## config.mk

```make
export PLATFORM = sky130hd
export DESIGN_NAME = decode_execute_register_flat
export DESIGN_NICKNAME = d
export VERILOG_FILES = /design/src/rtl/riscv_pipeline_pkg.sv /design/src/rtl/decode_execute_register_if.sv /design/src/rtl/load_use_hazard_detect.sv /design/src/rtl/decode_execute_register.sv /design/src/flat_wrapper.sv
export SDC_FILE = /design/constraint.sdc
export NUM_CORES = 1
export LEC_CHECK = 0
export CAP_MARGIN = 40
export CELL_PAD_IN_SITES_DETAIL_PLACEMENT = 0
export CELL_PAD_IN_SITES_GLOBAL_PLACEMENT = 1
export CORE_UTILIZATION = 35
export CTS_BUF_LIST = sky130_fd_sc_hd__clkbuf_8 sky130_fd_sc_hd__clkbuf_16
export DETAILED_ROUTE_END_ITERATION = 12
export PLACE_DENSITY = 0.88
export SETUP_SLACK_MARGIN = 0.15
export SYNTH_ARGS = -nofsm -noshare
export SYNTH_HDL_FRONTEND = slang
export SYNTH_SLANG_ARGS = --single-unit
```

## constraint.sdc

```tcl
create_clock -name clk -period 10.66 [get_ports clk]
set_input_delay 1.599 -clock clk [delete_from_list [all_inputs] [get_ports clk]]
set_output_delay 1.599 -clock clk [all_outputs]
set_load 0.01 [all_outputs]
```

## src/rtl/riscv_pipeline_pkg.sv

```systemverilog
// Shared definitions for the pipelined RISC-V core: datapath widths, ALU and
// writeback encodings, and the control bundle carried from Decode into Execute.
package riscv_pipeline_pkg;

  localparam int XLEN       = 32;
  localparam int REG_ADDR_W = 5;
  localparam int COUNT_W    = 16;

  typedef enum logic [3:0] {
    ALU_ADD  = 4'd0,
    ALU_SUB  = 4'd1,
    ALU_SLL  = 4'd2,
    ALU_SLT  = 4'd3,
    ALU_SLTU = 4'd4,
    ALU_XOR  = 4'd5,
    ALU_SRL  = 4'd6,
    ALU_SRA  = 4'd7,
    ALU_OR   = 4'd8,
    ALU_AND  = 4'd9,
    ALU_LUI  = 4'd10
  } alu_op_e;

  typedef enum logic [1:0] {
    RES_ALU = 2'd0,
    RES_MEM = 2'd1,
    RES_PC4 = 2'd2,
    RES_IMM = 2'd3
  } result_sel_e;

  typedef struct packed {
    logic reg_write;
    logic mem_read;
    logic mem_write;
    logic branch;
    logic jump;
  } decode_execute_ctrl_t;

  // An empty slot must never carry side-effecting control into Execute.
  function automatic decode_execute_ctrl_t gate_ctrl(input decode_execute_ctrl_t c,
                                                     input logic valid);
    return valid ? c : '0;
  endfunction

endpackage

```

## src/rtl/decode_execute_register_if.sv

```systemverilog
// Decode-side fields in, Execute-side registered copies and stall requests out.
// validDecode/validExecute mark whether a slot holds a real instruction; there is no ready.
interface decode_execute_register_if #(
  parameter int XLEN       = riscv_pipeline_pkg::XLEN,
  parameter int REG_ADDR_W = riscv_pipeline_pkg::REG_ADDR_W,
  parameter int COUNT_W    = riscv_pipeline_pkg::COUNT_W
);
  logic                  validDecode;
  logic [XLEN-1:0]       pcDecode;
  logic [REG_ADDR_W-1:0] rs1Decode;
  logic [REG_ADDR_W-1:0] rs2Decode;
  logic [REG_ADDR_W-1:0] rdDecode;
  logic                  usesRs1Decode;
  logic                  usesRs2Decode;
  logic [XLEN-1:0]       readData1Decode;
  logic [XLEN-1:0]       readData2Decode;
  logic [XLEN-1:0]       immediateDecode;
  logic [3:0]            aluControlDecode;
  logic                  aluSrcDecode;
  logic [1:0]            resultSelectDecode;
  logic                  registerWriteEnableDecode;
  logic                  memoryReadDecode;
  logic                  memoryWriteDecode;
  logic                  branchDecode;
  logic                  jumpDecode;
  logic                  flushExecute;
  logic                  stallExternal;

  logic                  stallFetch;
  logic                  stallDecode;
  logic                  validExecute;
  logic [XLEN-1:0]       pcExecute;
  logic [XLEN-1:0]       readData1Execute;
  logic [XLEN-1:0]       readData2Execute;
  logic [XLEN-1:0]       immediateExecute;
  logic [REG_ADDR_W-1:0] rs1Execute;
  logic [REG_ADDR_W-1:0] rs2Execute;
  logic [REG_ADDR_W-1:0] rdExecute;
  logic [3:0]            aluControlExecute;
  logic                  aluSrcExecute;
  logic [1:0]            resultSelectExecute;
  logic                  registerWriteEnableExecute;
  logic                  memoryReadExecute;
  logic                  memoryWriteExecute;
  logic                  branchExecute;
  logic                  jumpExecute;
  logic [COUNT_W-1:0]    bubbleCount;

  modport master (
    output validDecode, pcDecode, rs1Decode, rs2Decode, rdDecode,
           usesRs1Decode, usesRs2Decode, readData1Decode, readData2Decode,
           immediateDecode, aluControlDecode, aluSrcDecode, resultSelectDecode,
           registerWriteEnableDecode, memoryReadDecode, memoryWriteDecode,
           branchDecode, jumpDecode, flushExecute, stallExternal,
    input  stallFetch, stallDecode, validExecute, pcExecute, readData1Execute,
           readData2Execute, immediateExecute, rs1Execute, rs2Execute, rdExecute,
           aluControlExecute, aluSrcExecute, resultSelectExecute,
           registerWriteEnableExecute, memoryReadExecute, memoryWriteExecute,
           branchExecute, jumpExecute, bubbleCount
  );

  modport slave (
    input  validDecode, pcDecode, rs1Decode, rs2Decode, rdDecode,
           usesRs1Decode, usesRs2Decode, readData1Decode, readData2Decode,
           immediateDecode, aluControlDecode, aluSrcDecode, resultSelectDecode,
           registerWriteEnableDecode, memoryReadDecode, memoryWriteDecode,
           branchDecode, jumpDecode, flushExecute, stallExternal,
    output stallFetch, stallDecode, validExecute, pcExecute, readData1Execute,
           readData2Execute, immediateExecute, rs1Execute, rs2Execute, rdExecute,
           aluControlExecute, aluSrcExecute, resultSelectExecute,
           registerWriteEnableExecute, memoryReadExecute, memoryWriteExecute,
           branchExecute, jumpExecute, bubbleCount
  );
endinterface

```

## src/rtl/load_use_hazard_detect.sv

```systemverilog
// Flags a Decode instruction that reads the destination of a load still in Execute.
// x0 is never a real producer, so a load to x0 cannot create a hazard.
module load_use_hazard_detect #(
  parameter int REG_ADDR_W = riscv_pipeline_pkg::REG_ADDR_W
) (
  input  logic                  valid_execute,
  input  logic                  mem_read_execute,
  input  logic [REG_ADDR_W-1:0] rd_execute,
  input  logic                  valid_decode,
  input  logic                  uses_rs1_decode,
  input  logic [REG_ADDR_W-1:0] rs1_decode,
  input  logic                  uses_rs2_decode,
  input  logic [REG_ADDR_W-1:0] rs2_decode,
  output logic                  load_use_hazard
);
  logic producer_is_load;
  logic rs1_match;
  logic rs2_match;

  assign producer_is_load = valid_execute && mem_read_execute && (rd_execute != '0);
  assign rs1_match        = uses_rs1_decode && (rs1_decode == rd_execute);
  assign rs2_match        = uses_rs2_decode && (rs2_decode == rd_execute);
  assign load_use_hazard  = producer_is_load && valid_decode && (rs1_match || rs2_match);
endmodule

```

## src/rtl/decode_execute_register.sv

```systemverilog
// Decode-to-Execute pipeline register: captures Decode each cycle, bubbles on
// load-use, holds on downstream stall, squashes on flush, counts load-use bubbles.
module decode_execute_register #(
  parameter int XLEN       = riscv_pipeline_pkg::XLEN,
  parameter int REG_ADDR_W = riscv_pipeline_pkg::REG_ADDR_W,
  parameter int COUNT_W    = riscv_pipeline_pkg::COUNT_W
) (
  input logic clk,
  input logic reset,
  decode_execute_register_if.slave bus
);
  import riscv_pipeline_pkg::decode_execute_ctrl_t;
  import riscv_pipeline_pkg::gate_ctrl;

  logic                  valid_q;
  decode_execute_ctrl_t  ctrl_q;
  decode_execute_ctrl_t  ctrl_in;
  decode_execute_ctrl_t  ctrl_d;
  logic [XLEN-1:0]       pc_q;
  logic [XLEN-1:0]       rd1_q;
  logic [XLEN-1:0]       rd2_q;
  logic [XLEN-1:0]       imm_q;
  logic [REG_ADDR_W-1:0] rs1_q;
  logic [REG_ADDR_W-1:0] rs2_q;
  logic [REG_ADDR_W-1:0] rd_q;
  logic [3:0]            alu_q;
  logic                  alu_src_q;
  logic [1:0]            result_sel_q;
  logic [COUNT_W-1:0]    count_q;
  logic                  hazard;
  logic                  stall;

  load_use_hazard_detect #(.REG_ADDR_W(REG_ADDR_W)) u_hazard (
    .valid_execute    (valid_q),
    .mem_read_execute (ctrl_q.mem_read),
    .rd_execute       (rd_q),
    .valid_decode     (bus.validDecode),
    .uses_rs1_decode  (bus.usesRs1Decode),
    .rs1_decode       (bus.rs1Decode),
    .uses_rs2_decode  (bus.usesRs2Decode),
    .rs2_decode       (bus.rs2Decode),
    .load_use_hazard  (hazard)
  );

  // A flush discards whatever Decode holds, so freezing the front end would be pointless.
  assign stall = !bus.flushExecute && (hazard || bus.stallExternal);

  assign ctrl_in = '{
    reg_write: bus.registerWriteEnableDecode,
    mem_read:  bus.memoryReadDecode,
    mem_write: bus.memoryWriteDecode,
    branch:    bus.branchDecode,
    jump:      bus.jumpDecode
  };
  assign ctrl_d = gate_ctrl(ctrl_in, bus.validDecode);

  always_ff @(posedge clk or posedge reset) begin
    if (reset) begin
      valid_q      <= 1'b0;
      ctrl_q       <= '0;
      pc_q         <= '0;
      rd1_q        <= '0;
      rd2_q        <= '0;
      imm_q        <= '0;
      rs1_q        <= '0;
      rs2_q        <= '0;
      rd_q         <= '0;
      alu_q        <= '0;
      alu_src_q    <= 1'b0;
      result_sel_q <= '0;
      count_q      <= '0;
    end else if (bus.flushExecute) begin
      valid_q <= 1'b0;
      ctrl_q  <= '0;
    end else if (!bus.stallExternal) begin
      if (hazard) begin
        // Bubble: only validity and control are cleared; data fields are don't-care.
        valid_q <= 1'b0;
        ctrl_q  <= '0;
        if (count_q != {COUNT_W{1'b1}}) count_q <= count_q + COUNT_W'(1);
      end else begin
        valid_q      <= bus.validDecode;
        ctrl_q       <= ctrl_d;
        pc_q         <= bus.pcDecode;
        rd1_q        <= bus.readData1Decode;
        rd2_q        <= bus.readData2Decode;
        imm_q        <= bus.immediateDecode;
        rs1_q        <= bus.rs1Decode;
        rs2_q        <= bus.rs2Decode;
        rd_q         <= bus.rdDecode;
        alu_q        <= bus.aluControlDecode;
        alu_src_q    <= bus.aluSrcDecode;
        result_sel_q <= bus.resultSelectDecode;
      end
    end
  end

  assign bus.stallFetch                 = stall;
  assign bus.stallDecode                = stall;
  assign bus.validExecute               = valid_q;
  assign bus.pcExecute                  = pc_q;
  assign bus.readData1Execute           = rd1_q;
  assign bus.readData2Execute           = rd2_q;
  assign bus.immediateExecute           = imm_q;
  assign bus.rs1Execute                 = rs1_q;
  assign bus.rs2Execute                 = rs2_q;
  assign bus.rdExecute                  = rd_q;
  assign bus.aluControlExecute          = alu_q;
  assign bus.aluSrcExecute              = alu_src_q;
  assign bus.resultSelectExecute        = result_sel_q;
  assign bus.registerWriteEnableExecute = ctrl_q.reg_write;
  assign bus.memoryReadExecute          = ctrl_q.mem_read;
  assign bus.memoryWriteExecute         = ctrl_q.mem_write;
  assign bus.branchExecute              = ctrl_q.branch;
  assign bus.jumpExecute                = ctrl_q.jump;
  assign bus.bubbleCount                = count_q;
endmodule

```

## src/flat_wrapper.sv

```systemverilog
// flat-port wrapper written by rule: the top's interface ports become plain ports
module decode_execute_register_flat import riscv_pipeline_pkg::decode_execute_ctrl_t; import riscv_pipeline_pkg::gate_ctrl;
#(
  parameter int XLEN       = riscv_pipeline_pkg::XLEN,
  parameter int REG_ADDR_W = riscv_pipeline_pkg::REG_ADDR_W,
  parameter int COUNT_W    = riscv_pipeline_pkg::COUNT_W
)
  (clk, reset, bus_validDecode, bus_pcDecode, bus_rs1Decode, bus_rs2Decode, bus_rdDecode, bus_usesRs1Decode, bus_usesRs2Decode, bus_readData1Decode, bus_readData2Decode, bus_immediateDecode, bus_aluControlDecode, bus_aluSrcDecode, bus_resultSelectDecode, bus_registerWriteEnableDecode, bus_memoryReadDecode, bus_memoryWriteDecode, bus_branchDecode, bus_jumpDecode, bus_flushExecute, bus_stallExternal, bus_stallFetch, bus_stallDecode, bus_validExecute, bus_pcExecute, bus_readData1Execute, bus_readData2Execute, bus_immediateExecute, bus_rs1Execute, bus_rs2Execute, bus_rdExecute, bus_aluControlExecute, bus_aluSrcExecute, bus_resultSelectExecute, bus_registerWriteEnableExecute, bus_memoryReadExecute, bus_memoryWriteExecute, bus_branchExecute, bus_jumpExecute, bus_bubbleCount);
  decode_execute_register_if #(.XLEN(XLEN), .REG_ADDR_W(REG_ADDR_W), .COUNT_W(COUNT_W)) bus_i ();
  input logic clk;
  input logic reset;
  input wire logic [$bits(bus_i.validDecode)-1:0] bus_validDecode;
  input wire logic [$bits(bus_i.pcDecode)-1:0] bus_pcDecode;
  input wire logic [$bits(bus_i.rs1Decode)-1:0] bus_rs1Decode;
  input wire logic [$bits(bus_i.rs2Decode)-1:0] bus_rs2Decode;
  input wire logic [$bits(bus_i.rdDecode)-1:0] bus_rdDecode;
  input wire logic [$bits(bus_i.usesRs1Decode)-1:0] bus_usesRs1Decode;
  input wire logic [$bits(bus_i.usesRs2Decode)-1:0] bus_usesRs2Decode;
  input wire logic [$bits(bus_i.readData1Decode)-1:0] bus_readData1Decode;
  input wire logic [$bits(bus_i.readData2Decode)-1:0] bus_readData2Decode;
  input wire logic [$bits(bus_i.immediateDecode)-1:0] bus_immediateDecode;
  input wire logic [$bits(bus_i.aluControlDecode)-1:0] bus_aluControlDecode;
  input wire logic [$bits(bus_i.aluSrcDecode)-1:0] bus_aluSrcDecode;
  input wire logic [$bits(bus_i.resultSelectDecode)-1:0] bus_resultSelectDecode;
  input wire logic [$bits(bus_i.registerWriteEnableDecode)-1:0] bus_registerWriteEnableDecode;
  input wire logic [$bits(bus_i.memoryReadDecode)-1:0] bus_memoryReadDecode;
  input wire logic [$bits(bus_i.memoryWriteDecode)-1:0] bus_memoryWriteDecode;
  input wire logic [$bits(bus_i.branchDecode)-1:0] bus_branchDecode;
  input wire logic [$bits(bus_i.jumpDecode)-1:0] bus_jumpDecode;
  input wire logic [$bits(bus_i.flushExecute)-1:0] bus_flushExecute;
  input wire logic [$bits(bus_i.stallExternal)-1:0] bus_stallExternal;
  output wire logic [$bits(bus_i.stallFetch)-1:0] bus_stallFetch;
  output wire logic [$bits(bus_i.stallDecode)-1:0] bus_stallDecode;
  output wire logic [$bits(bus_i.validExecute)-1:0] bus_validExecute;
  output wire logic [$bits(bus_i.pcExecute)-1:0] bus_pcExecute;
  output wire logic [$bits(bus_i.readData1Execute)-1:0] bus_readData1Execute;
  output wire logic [$bits(bus_i.readData2Execute)-1:0] bus_readData2Execute;
  output wire logic [$bits(bus_i.immediateExecute)-1:0] bus_immediateExecute;
  output wire logic [$bits(bus_i.rs1Execute)-1:0] bus_rs1Execute;
  output wire logic [$bits(bus_i.rs2Execute)-1:0] bus_rs2Execute;
  output wire logic [$bits(bus_i.rdExecute)-1:0] bus_rdExecute;
  output wire logic [$bits(bus_i.aluControlExecute)-1:0] bus_aluControlExecute;
  output wire logic [$bits(bus_i.aluSrcExecute)-1:0] bus_aluSrcExecute;
  output wire logic [$bits(bus_i.resultSelectExecute)-1:0] bus_resultSelectExecute;
  output wire logic [$bits(bus_i.registerWriteEnableExecute)-1:0] bus_registerWriteEnableExecute;
  output wire logic [$bits(bus_i.memoryReadExecute)-1:0] bus_memoryReadExecute;
  output wire logic [$bits(bus_i.memoryWriteExecute)-1:0] bus_memoryWriteExecute;
  output wire logic [$bits(bus_i.branchExecute)-1:0] bus_branchExecute;
  output wire logic [$bits(bus_i.jumpExecute)-1:0] bus_jumpExecute;
  output wire logic [$bits(bus_i.bubbleCount)-1:0] bus_bubbleCount;
  assign bus_i.validDecode = bus_validDecode;
  assign bus_i.pcDecode = bus_pcDecode;
  assign bus_i.rs1Decode = bus_rs1Decode;
  assign bus_i.rs2Decode = bus_rs2Decode;
  assign bus_i.rdDecode = bus_rdDecode;
  assign bus_i.usesRs1Decode = bus_usesRs1Decode;
  assign bus_i.usesRs2Decode = bus_usesRs2Decode;
  assign bus_i.readData1Decode = bus_readData1Decode;
  assign bus_i.readData2Decode = bus_readData2Decode;
  assign bus_i.immediateDecode = bus_immediateDecode;
  assign bus_i.aluControlDecode = bus_aluControlDecode;
  assign bus_i.aluSrcDecode = bus_aluSrcDecode;
  assign bus_i.resultSelectDecode = bus_resultSelectDecode;
  assign bus_i.registerWriteEnableDecode = bus_registerWriteEnableDecode;
  assign bus_i.memoryReadDecode = bus_memoryReadDecode;
  assign bus_i.memoryWriteDecode = bus_memoryWriteDecode;
  assign bus_i.branchDecode = bus_branchDecode;
  assign bus_i.jumpDecode = bus_jumpDecode;
  assign bus_i.flushExecute = bus_flushExecute;
  assign bus_i.stallExternal = bus_stallExternal;
  assign bus_stallFetch = bus_i.stallFetch;
  assign bus_stallDecode = bus_i.stallDecode;
  assign bus_validExecute = bus_i.validExecute;
  assign bus_pcExecute = bus_i.pcExecute;
  assign bus_readData1Execute = bus_i.readData1Execute;
  assign bus_readData2Execute = bus_i.readData2Execute;
  assign bus_immediateExecute = bus_i.immediateExecute;
  assign bus_rs1Execute = bus_i.rs1Execute;
  assign bus_rs2Execute = bus_i.rs2Execute;
  assign bus_rdExecute = bus_i.rdExecute;
  assign bus_aluControlExecute = bus_i.aluControlExecute;
  assign bus_aluSrcExecute = bus_i.aluSrcExecute;
  assign bus_resultSelectExecute = bus_i.resultSelectExecute;
  assign bus_registerWriteEnableExecute = bus_i.registerWriteEnableExecute;
  assign bus_memoryReadExecute = bus_i.memoryReadExecute;
  assign bus_memoryWriteExecute = bus_i.memoryWriteExecute;
  assign bus_branchExecute = bus_i.branchExecute;
  assign bus_jumpExecute = bus_i.jumpExecute;
  assign bus_bubbleCount = bus_i.bubbleCount;
  decode_execute_register #(.XLEN(XLEN), .REG_ADDR_W(REG_ADDR_W), .COUNT_W(COUNT_W)) u_core (.clk(clk), .reset(reset), .bus(bus_i));
endmodule
```

==> impl_metrics.xml, run 1 <==
<?xml version="1.0" encoding="UTF-8"?>
<metrics>
  <group name="outcome">
    <metric name="outcome" unit="">complete, no violations</metric>
  </group>
  <group name="placement">
    <metric name="routabilityCongestion" unit="">0.7911</metric>
    <metric name="io_buffer_count" unit="">335</metric>
    <metric name="inst_count_dp" unit="">1033</metric>
    <metric name="placed_instance_area" unit="mm2">0.01096</metric>
    <metric name="dp_hpwl" unit="mm">13.96</metric>
  </group>
  <group name="logic_synthesis">
    <metric name="synth_top_family_by_area" unit="">multiplexers</metric>
    <metric name="synthesized_instance_count" unit="">439</metric>
    <metric name="multiplexer_share_of_the_synthesized_area" unit="%">29.92</metric>
    <metric name="synth.distinct_cells" unit="">28</metric>
    <metric name="postSynth.topFlopCell" unit="">dfrtp_1</metric>
    <metric name="mappedNetlistNets" unit="">602</metric>
    <metric name="yosys.area.top_type" unit="">dfrtp_1</metric>
    <metric name="synth_common_cells" unit="">172 x dfrtp_1, 130 x mux2_4, 22 x xnor2_1</metric>
    <metric name="async_flop_share" unit="%">100.0</metric>
    <metric name="synthXorXnorAreaFrac" unit="%">2.874</metric>
    <metric name="synth-edff-count" unit="">0</metric>
    <metric name="sequential_to_total_area_share_from_yosys_stat" unit="%">58.84</metric>
    <metric name="synth.yosys.warnings" unit="">0</metric>
    <metric name="syn-cell-area" unit="mm2">0.007315</metric>
    <metric name="yosys.area_share.simple" unit="%">3.729</metric>
    <metric name="synth_top_cell_area_share" unit="%">58.84</metric>
    <metric name="yosys_register_bits" unit="">172</metric>
    <metric name="synth_fa_ha_area_share" unit="%">0.1711</metric>
    <metric name="avgSynthCellArea" unit="um2">16.66</metric>
    <metric name="synth.top_cells.by_area" unit="">dfrtp_1 59%, mux2_4 27%, xnor2_1 2.6%, mux2_2 2.6%, buf_6 2.5%</metric>
    <metric name="synth_compound_gate_area_share" unit="%">1.505</metric>
    <metric name="yosys.cell_count.top_type" unit="">dfrtp_1</metric>
  </group>
  <group name="floorplanning">
    <metric name="core_area" unit="mm2">0.02036</metric>
    <metric name="dieHeight" unit="um">146.6</metric>
    <metric name="initial_core_util" unit="%">35.92</metric>
    <metric name="placement_rows" unit="">52</metric>
    <metric name="pin_count" unit="">336</metric>
    <metric name="floorplan.die_area" unit="mm2">0.02148</metric>
    <metric name="die-width" unit="um">146.6</metric>
  </group>
  <group name="final_layout">
    <metric name="number_of_nets_at_the_end_of_the_flow" unit="">945</metric>
    <metric name="final_cell_area" unit="mm2">0.01156</metric>
    <metric name="filler_cell_count" unit="">1655</metric>
    <metric name="diodes_inserted" unit="">0</metric>
    <metric name="finalNonFillerCells" unit="">1065</metric>
    <metric name="synthToLayoutAreaGrowth" unit="%">58.06</metric>
    <metric name="final_layout_size_suffix_gt1_share" unit="%">24.03</metric>
  </group>
  <group name="clock_network">
    <metric name="cts_repair_resize_count" unit="">0</metric>
    <metric name="cts.hold.buffers_added" unit="">0</metric>
    <metric name="tritoncts" unit="">built</metric>
    <metric name="worstSkewPairLatency" unit="ns">0.42</metric>
    <metric name="clock_tree.htree_level_count" unit="">4</metric>
    <metric name="cts_buffer_depth" unit="">2</metric>
    <metric name="number_of_clock_buffers_inserted_by_tritoncts" unit="">17</metric>
    <metric name="clockRootBuffer" unit="">clkbuf_16</metric>
    <metric name="cts.repair_timing.setup_buffer_count" unit="">0</metric>
    <metric name="clk_transition_reported_paths" unit="ns">0.06</metric>
    <metric name="numClockSinks" unit="">172</metric>
  </group>
  <group name="pwr">
    <metric name="p_leak" unit="nW">4.976</metric>
    <metric name="cellPowerDensity" unit="mW/mm2">163.0</metric>
    <metric name="ir_drop" unit="V">0.00009340</metric>
  </group>
  <group name="timing">
    <metric name="worst_hold_slack" unit="ns">0.4935</metric>
    <metric name="final.setup_skew" unit="ns">0.009004</metric>
    <metric name="setup_violations" unit="">0</metric>
    <metric name="final.min_clock_period" unit="ns">5.612</metric>
    <metric name="slew_headroom" unit="%">48.66</metric>
    <metric name="achievable-frequency" unit="GHz">0.1782</metric>
    <metric name="grt_setup_unrepaired" unit="">false</metric>
    <metric name="tns" unit="ns">0</metric>
    <metric name="period_share" unit="%">52.65</metric>
    <metric name="finalHoldViolCount" unit="">0</metric>
    <metric name="final-max-slew-violation-count" unit="">0</metric>
    <metric name="worstMarginPinSlew" unit="ns">0.7702</metric>
  </group>
  <group name="detailed_routing">
    <metric name="avgViaCountPerCell" unit="">4.577</metric>
    <metric name="drt-pass1-iter-count" unit="">4</metric>
    <metric name="drt_iter0_markers" unit="">130</metric>
    <metric name="post-route-drc-count" unit="">0</metric>
    <metric name="number_of_vias_after_detailed_routing" unit="">4874</metric>
    <metric name="wl" unit="mm">18.88</metric>
    <metric name="drt.antenna.violating_nets" unit="">0</metric>
    <metric name="post_drt_wl_per_cell" unit="um">17.72</metric>
  </group>
  <group name="critical_path">
    <metric name="critical_path.startpoint_type" unit="">primary input</metric>
    <metric name="timing.critical_path.from" unit="">bus_rs1Decode[4]</metric>
    <metric name="critical_path_endpoint_category" unit="">primary output</metric>
    <metric name="kind_of_critical_path" unit="">in2out</metric>
    <metric name="crit_path_max_fanout" unit="">17</metric>
    <metric name="crit-reg2reg-launch" unit="">u_core.bus.rdExecute[2]</metric>
    <metric name="critical_path_arrival" unit="ns">4.01</metric>
    <metric name="cp_data_required_time" unit="ns">9.06</metric>
  </group>
  <group name="min_path">
    <metric name="hold_path_startpoint" unit="">u_core.bus.readData1Execute[6]</metric>
    <metric name="worst_hold_path_type" unit="">reg2reg</metric>
  </group>
  <group name="global_routing">
    <metric name="first_pass_grt_wire_length" unit="mm">29.19</metric>
    <metric name="vias_in_the_first_global_route" unit="">4985</metric>
    <metric name="gr-total-overflow" unit="">0</metric>
    <metric name="grt_antenna_before_repair" unit="">0</metric>
    <metric name="grt_start_max_net_pins" unit="">70</metric>
    <metric name="grt.total_usage" unit="%">17.68</metric>
  </group>
  <group name="flow_run">
    <metric name="max_cap_violations" unit="">0</metric>
  </group>
</metrics>
## path summary, 6_finish.rpt
kind                       cells past startpoint  slack, ns                         endpoint
min                                            1       0.49   u_core.bus.readData1Execute[6]
min in group asynchronous                      2       1.50  u_core.bus.readData1Execute[15]
max in group asynchronous                      5       7.80   u_core.bus.readData1Execute[9]
min reg2reg                                    1       0.49   u_core.bus.readData1Execute[6]
max reg2reg                                    8       7.42  u_core.bus.readData2Execute[26]
max                                            7       5.05                   bus_stallFetch
## routing by layer
layer  GRT usage [%]  wire length (um)
met3           4.375              1265
met1           22.54              7997
met5               0                 0
met2           29.24              9218
met4           6.094               394
## cell usage in the layout (no fill, tap or decap), types with 6 or more instances in the layout
master           synthesis  routed
dfrtp_1                172     172
nand2_1                 11      11
a32o_1                   6       6
mux2_4                 130     130
inv_6                    0       7
clkbuf_16                0      17
nand3_1                 11      11
xnor2_1                 22      22
nor2_1                  12      12
mux2_2                  17      17
nand4_1                  7       7
and3_1                   6       6
clkdlybuf4s50_1          0     335
## power breakdown
| part | total (W) | internal (W) | switching [W] |
|---|---|---|---|
| Combinational | 0.000470 | 0.000315 | 0.000154 |
| Sequential | 0.000789 | 0.000738 | 0.0000516 |
| Clock | 0.000625 | 0.000336 | 0.000289 |
## logic make-up (layout without fill, tap and decap cells)
kind of cell / Yosys count / count (layout)
buffers and inverters: 24 / 380
xor gates and xnor gates: 24 / 24
AOI/OAI and AO/OA: 13 / 13
adders and majority gates: 1 / 1
and+or+nand+nor: 54 / 54
DFF: 172 / 172
muxes: 151 / 151
## flip-flops by register name, summed over array words and instances (netlist names)
name and flops:
u_core.bus.readData2Execute 32, u_core.bus.rs2Execute 5, u_core.bus.rdExecute 5, u_core.bus.aluControlExecute 4
u_core.bus.memoryWriteExecute 1, u_core.bus.memoryReadExecute 1, u_core.bus.branchExecute 1, u_core.bus.immediateExecute 32
u_core.bus.readData1Execute 32, u_core.bus.jumpExecute 1, u_core.bus.aluSrcExecute 1, u_core.bus.pcExecute 32
u_core.bus.registerWriteEnableExecute 1, u_core.bus.resultSelectExecute 2, u_core.bus.validExecute 1, u_core.bus.rs1Execute 5
u_core.bus.bubbleCount 16
## worst max-delay path, stage by stage
cell and delay (ns):
clkdlybuf4s50_1 0.50, xnor2_1 0.13, nand4_1 0.19, o22ai_2 0.69, a21oi_1 0.15, nor2_1 0.18, clkdlybuf4s50_1 0.57
## per-stage QoR
step	worst slack, ns	power, W	util (%)
after floorplan	4.401	0.001000	-
after global placement	5.060	0.001263	53.26
after detailed placement	5.054	0.001275	53.84
after CTS	5.035	0.001912	56.77
after global routing	4.878	0.001966	56.77
final	5.048	0.001884	56.77
## cell type report
cell class | instances | area [um2] | share of cell area, %
sequential | 172 | 4304 | 37.23
timing repair buffer | 344 | 3501 | 30.28
multi-input combinational | 243 | 2801 | 24.23
clock buffer | 17 | 425.4 | 3.680
tap | 270 | 337.8 | 2.922
clock inverter | 15 | 171.4 | 1.483
inverter | 4 | 20.02 | 0.1732
Note: power is estimated with default switching activity, not from simulation.
==> inputs of run 2 (changes only) <==
--- a/config.mk
+++ b/config.mk
@@ -8,10 +8,10 @@
 export CAP_MARGIN = 40
 export CELL_PAD_IN_SITES_DETAIL_PLACEMENT = 0
 export CELL_PAD_IN_SITES_GLOBAL_PLACEMENT = 1
-export CORE_UTILIZATION = 35
+export CORE_UTILIZATION = 33
 export CTS_BUF_LIST = sky130_fd_sc_hd__clkbuf_8 sky130_fd_sc_hd__clkbuf_16
 export DETAILED_ROUTE_END_ITERATION = 12
-export PLACE_DENSITY = 0.88
+export PLACE_DENSITY = 0.84
 export SETUP_SLACK_MARGIN = 0.15
 export SYNTH_ARGS = -nofsm -noshare
 export SYNTH_HDL_FRONTEND = slang
==> constraint.sdc (replaced) <==
create_clock -name clk -period 5.3 [get_ports clk]
set_input_delay 0.795 -clock clk [delete_from_list [all_inputs] [get_ports clk]]
set_output_delay 0.795 -clock clk [all_outputs]
set_load 0.01 [all_outputs]
==> run 2 against run 1 <==
- core utilization decreased by 4.0 points
- die area increased by 6.0%
- critical path depth did not move
- count of clock-buffer cells in the layout stayed put
- critical endpoint is now bus_stallDecode
- the run now ends with DRC left
- total power rose by 100%
- critical path type unchanged
- non-clock buffer count is 4 lower
==> impl_metrics.xml, run 2 (same netlist as run 1, synthesis figures left out) <==
<?xml version="1.0" encoding="UTF-8"?>
<metrics>
  <group name="clock_network">
    <metric name="tritoncts" unit="">built</metric>
    <metric name="cts.repair_timing.setup_buffer_count" unit="">0</metric>
    <metric name="clk_transition_reported_paths" unit="ns">0.07</metric>
    <metric name="worstSkewPairLatency" unit="ns">0.42</metric>
    <metric name="cts_repair_resize_count" unit="">0</metric>
    <metric name="clockRootBuffer" unit="">clkbuf_16</metric>
    <metric name="numClockSinks" unit="">172</metric>
    <metric name="number_of_clock_buffers_inserted_by_tritoncts" unit="">17</metric>
    <metric name="cts_buffer_depth" unit="">2</metric>
    <metric name="cts.hold.buffers_added" unit="">0</metric>
    <metric name="clock_tree.htree_level_count" unit="">4</metric>
  </group>
  <group name="placement">
    <metric name="inst_count_dp" unit="">1039</metric>
    <metric name="io_buffer_count" unit="">335</metric>
    <metric name="dp_hpwl" unit="mm">13.55</metric>
    <metric name="routabilityCongestion" unit="">0.7551</metric>
  </group>
  <group name="critical_path">
    <metric name="critical_path.cell_chain" unit="">clkdlybuf4s50_1 &gt; xnor2_1 &gt; nand4_1 &gt; o22ai_2 &gt; a21oi_1 &gt; nor2_1 &gt; clkdlybuf4s50_1</metric>
    <metric name="cp_slowest_stage_delay" unit="ns">0.68</metric>
    <metric name="critical_path_arrival" unit="ns">3.16</metric>
    <metric name="crit-reg2reg-launch" unit="">u_core.bus.rdExecute[4]</metric>
    <metric name="kind_of_critical_path" unit="">in2out</metric>
    <metric name="crit_path_max_fanout" unit="">17</metric>
    <metric name="cp_data_required_time" unit="ns">4.51</metric>
    <metric name="critical_path_endpoint_category" unit="">primary output</metric>
    <metric name="cp_common_cell" unit="">clkdlybuf4s50_1</metric>
    <metric name="critical_path.startpoint_type" unit="">primary input</metric>
    <metric name="worstRegToRegCells" unit="">6</metric>
    <metric name="timing.critical_path.from" unit="">bus_rs1Decode[2]</metric>
    <metric name="cp_slowest_cell" unit="">o22ai_2</metric>
  </group>
  <group name="final_layout">
    <metric name="filler_cell_count" unit="">1855</metric>
    <metric name="ff_latch_area" unit="mm2">0.004304</metric>
    <metric name="finalNonFillerCells" unit="">1070</metric>
    <metric name="synthToLayoutAreaGrowth" unit="%">57.06</metric>
    <metric name="diodes_inserted" unit="">0</metric>
    <metric name="layout_common_cells" unit="">335 x clkdlybuf4s50_1, 172 x dfrtp_1, 130 x mux2_4, 22 x xnor2_1</metric>
    <metric name="final_common_cell" unit="">clkdlybuf4s50_1</metric>
    <metric name="final_layout_size_suffix_gt1_share" unit="%">23.42</metric>
    <metric name="number_of_nets_at_the_end_of_the_flow" unit="">941</metric>
    <metric name="multiInputGateArea" unit="mm2">0.002801</metric>
  </group>
  <group name="floorplanning">
    <metric name="placement_rows" unit="">54</metric>
    <metric name="pin_count" unit="">336</metric>
    <metric name="die-width" unit="um">150.9</metric>
    <metric name="floorplan.die_area" unit="mm2">0.02276</metric>
    <metric name="dieHeight" unit="um">150.9</metric>
    <metric name="initial_core_util" unit="%">33.62</metric>
    <metric name="core_area" unit="mm2">0.02176</metric>
  </group>
  <group name="detailed_routing">
    <metric name="post-route-drc-count" unit="">1</metric>
    <metric name="avgViaCountPerCell" unit="">4.493</metric>
    <metric name="drt_iter0_markers" unit="">138</metric>
    <metric name="drt.antenna.violating_nets" unit="">0</metric>
    <metric name="wl" unit="mm">18.96</metric>
    <metric name="number_of_vias_after_detailed_routing" unit="">4807</metric>
    <metric name="post_drt_wl_per_cell" unit="um">17.72</metric>
    <metric name="drt-pass1-iter-count" unit="">8</metric>
  </group>
  <group name="global_routing">
    <metric name="grt_antenna_before_repair" unit="">0</metric>
    <metric name="grt.total_usage" unit="%">16.45</metric>
    <metric name="first_pass_grt_wire_length" unit="mm">28.08</metric>
    <metric name="grt_start_max_net_pins" unit="">157</metric>
    <metric name="vias_in_the_first_global_route" unit="">4955</metric>
    <metric name="gr-total-overflow" unit="">0</metric>
  </group>
  <group name="timing">
    <metric name="period_share" unit="%">74.58</metric>
    <metric name="setup_violations" unit="">0</metric>
    <metric name="final.min_clock_period" unit="ns">3.953</metric>
    <metric name="final.setup_skew" unit="ns">0.008690</metric>
    <metric name="worstMarginPinSlew" unit="ns">1.316</metric>
    <metric name="slew_headroom" unit="%">12.27</metric>
    <metric name="achievable-frequency" unit="GHz">0.2530</metric>
    <metric name="final-max-slew-violation-count" unit="">0</metric>
    <metric name="grt_setup_unrepaired" unit="">false</metric>
    <metric name="finalHoldViolCount" unit="">0</metric>
    <metric name="tns" unit="ns">0</metric>
  </group>
  <group name="min_path">
    <metric name="hold_path_depth" unit="">1</metric>
    <metric name="worst_hold_path_type" unit="">reg2reg</metric>
    <metric name="hold_path_startpoint" unit="">u_core.bus.readData1Execute[6]</metric>
  </group>
  <group name="outcome">
    <metric name="outcome" unit="">finished, violations left</metric>
    <metric name="violations_in_the_final_reports" unit="">DRC</metric>
  </group>
  <group name="pwr">
    <metric name="p_leak" unit="nW">4.930</metric>
    <metric name="ir_drop" unit="V">0.0001678</metric>
    <metric name="cellPowerDensity" unit="mW/mm2">330.1</metric>
  </group>
  <group name="flow_run">
    <metric name="max_cap_violations" unit="">0</metric>
  </group>
</metrics>
==> run 2: cell count changes in the layout (fill, tap and decap cells not counted), sizes merged <==
cell      change
buf           -4
bufinv        +1
clkinv        -2
clkinvlp      +2
inv           -2
==> run 2: critical path, delay by kind of cell <==
family	cells	cell delay, ns
xor gates and xnor gates	1	0.14
AOI/OAI and AO/OA	2	0.84
and+or+nand+nor	2	0.27
buffers and inverters	2	1.11
==> run 2: routing by layer <==
layer / routed length (um) / track usage [%] / vias to the layer above
li1: - / - / 2224
met1: 8052 / 20.70 / 2388
met2: 9280 / 27.13 / 181
met3: 1394 / 4.940 / 14
met4: 231 / 4.900 / 0
met5: 0 / 0 / -
==> run 2: power breakdown <==
part | switching, W | internal, W
combinational | 0.000309 | 0.000634
sequential | 0.000105 | 0.00148
clock | 0.000554 | 0.000706
total | 0.000969 | 0.00282
==> run 2: path summary, 6_finish.rpt <==
check	slack [ns]	end
worst max-delay path	1.35	bus_stallDecode
worst min-delay path	0.49	u_core.bus.readData1Execute[6]
worst max register to register	2.37	u_core.bus.rs2Execute[4]
worst min register to register	0.49	u_core.bus.readData1Execute[6]
max in group asynchronous	3.81	u_core.bus.readData2Execute[23]
min in group asynchronous	0.65	u_core.bus.pcExecute[22]
==> run 2: final cells by class <==
class / instances / area share [%]
clock buffers: 17 / 3.703
clock inverters: 14 / 1.394
inverters: 4 / 0.1634
multi-input cells: 243 / 24.38
flip-flops and latches: 172 / 37.46
well taps: 280 / 3.049
repair buffers: 340 / 29.84
==> run 2: through the flow <==
step / instance area (um2) / setup WS (ns) / hold WS [ns] / util [%] / total power [W]
global placement: 10880 / 1.284 / 0.4681 / 50.02 / 0.002550
CTS: 11490 / 1.302 / 0.4906 / 52.81 / 0.003856
global route: 11490 / 1.112 / 0.5123 / 52.81 / 0.003967
finish: 11490 / 1.347 / 0.4872 / 52.81 / 0.003792
detailed placement: 10900 / 1.305 / 0.4751 / 50.11 / 0.002564
floorplan: 7318 / 2.308 / 0.5189 / - / 0.002012
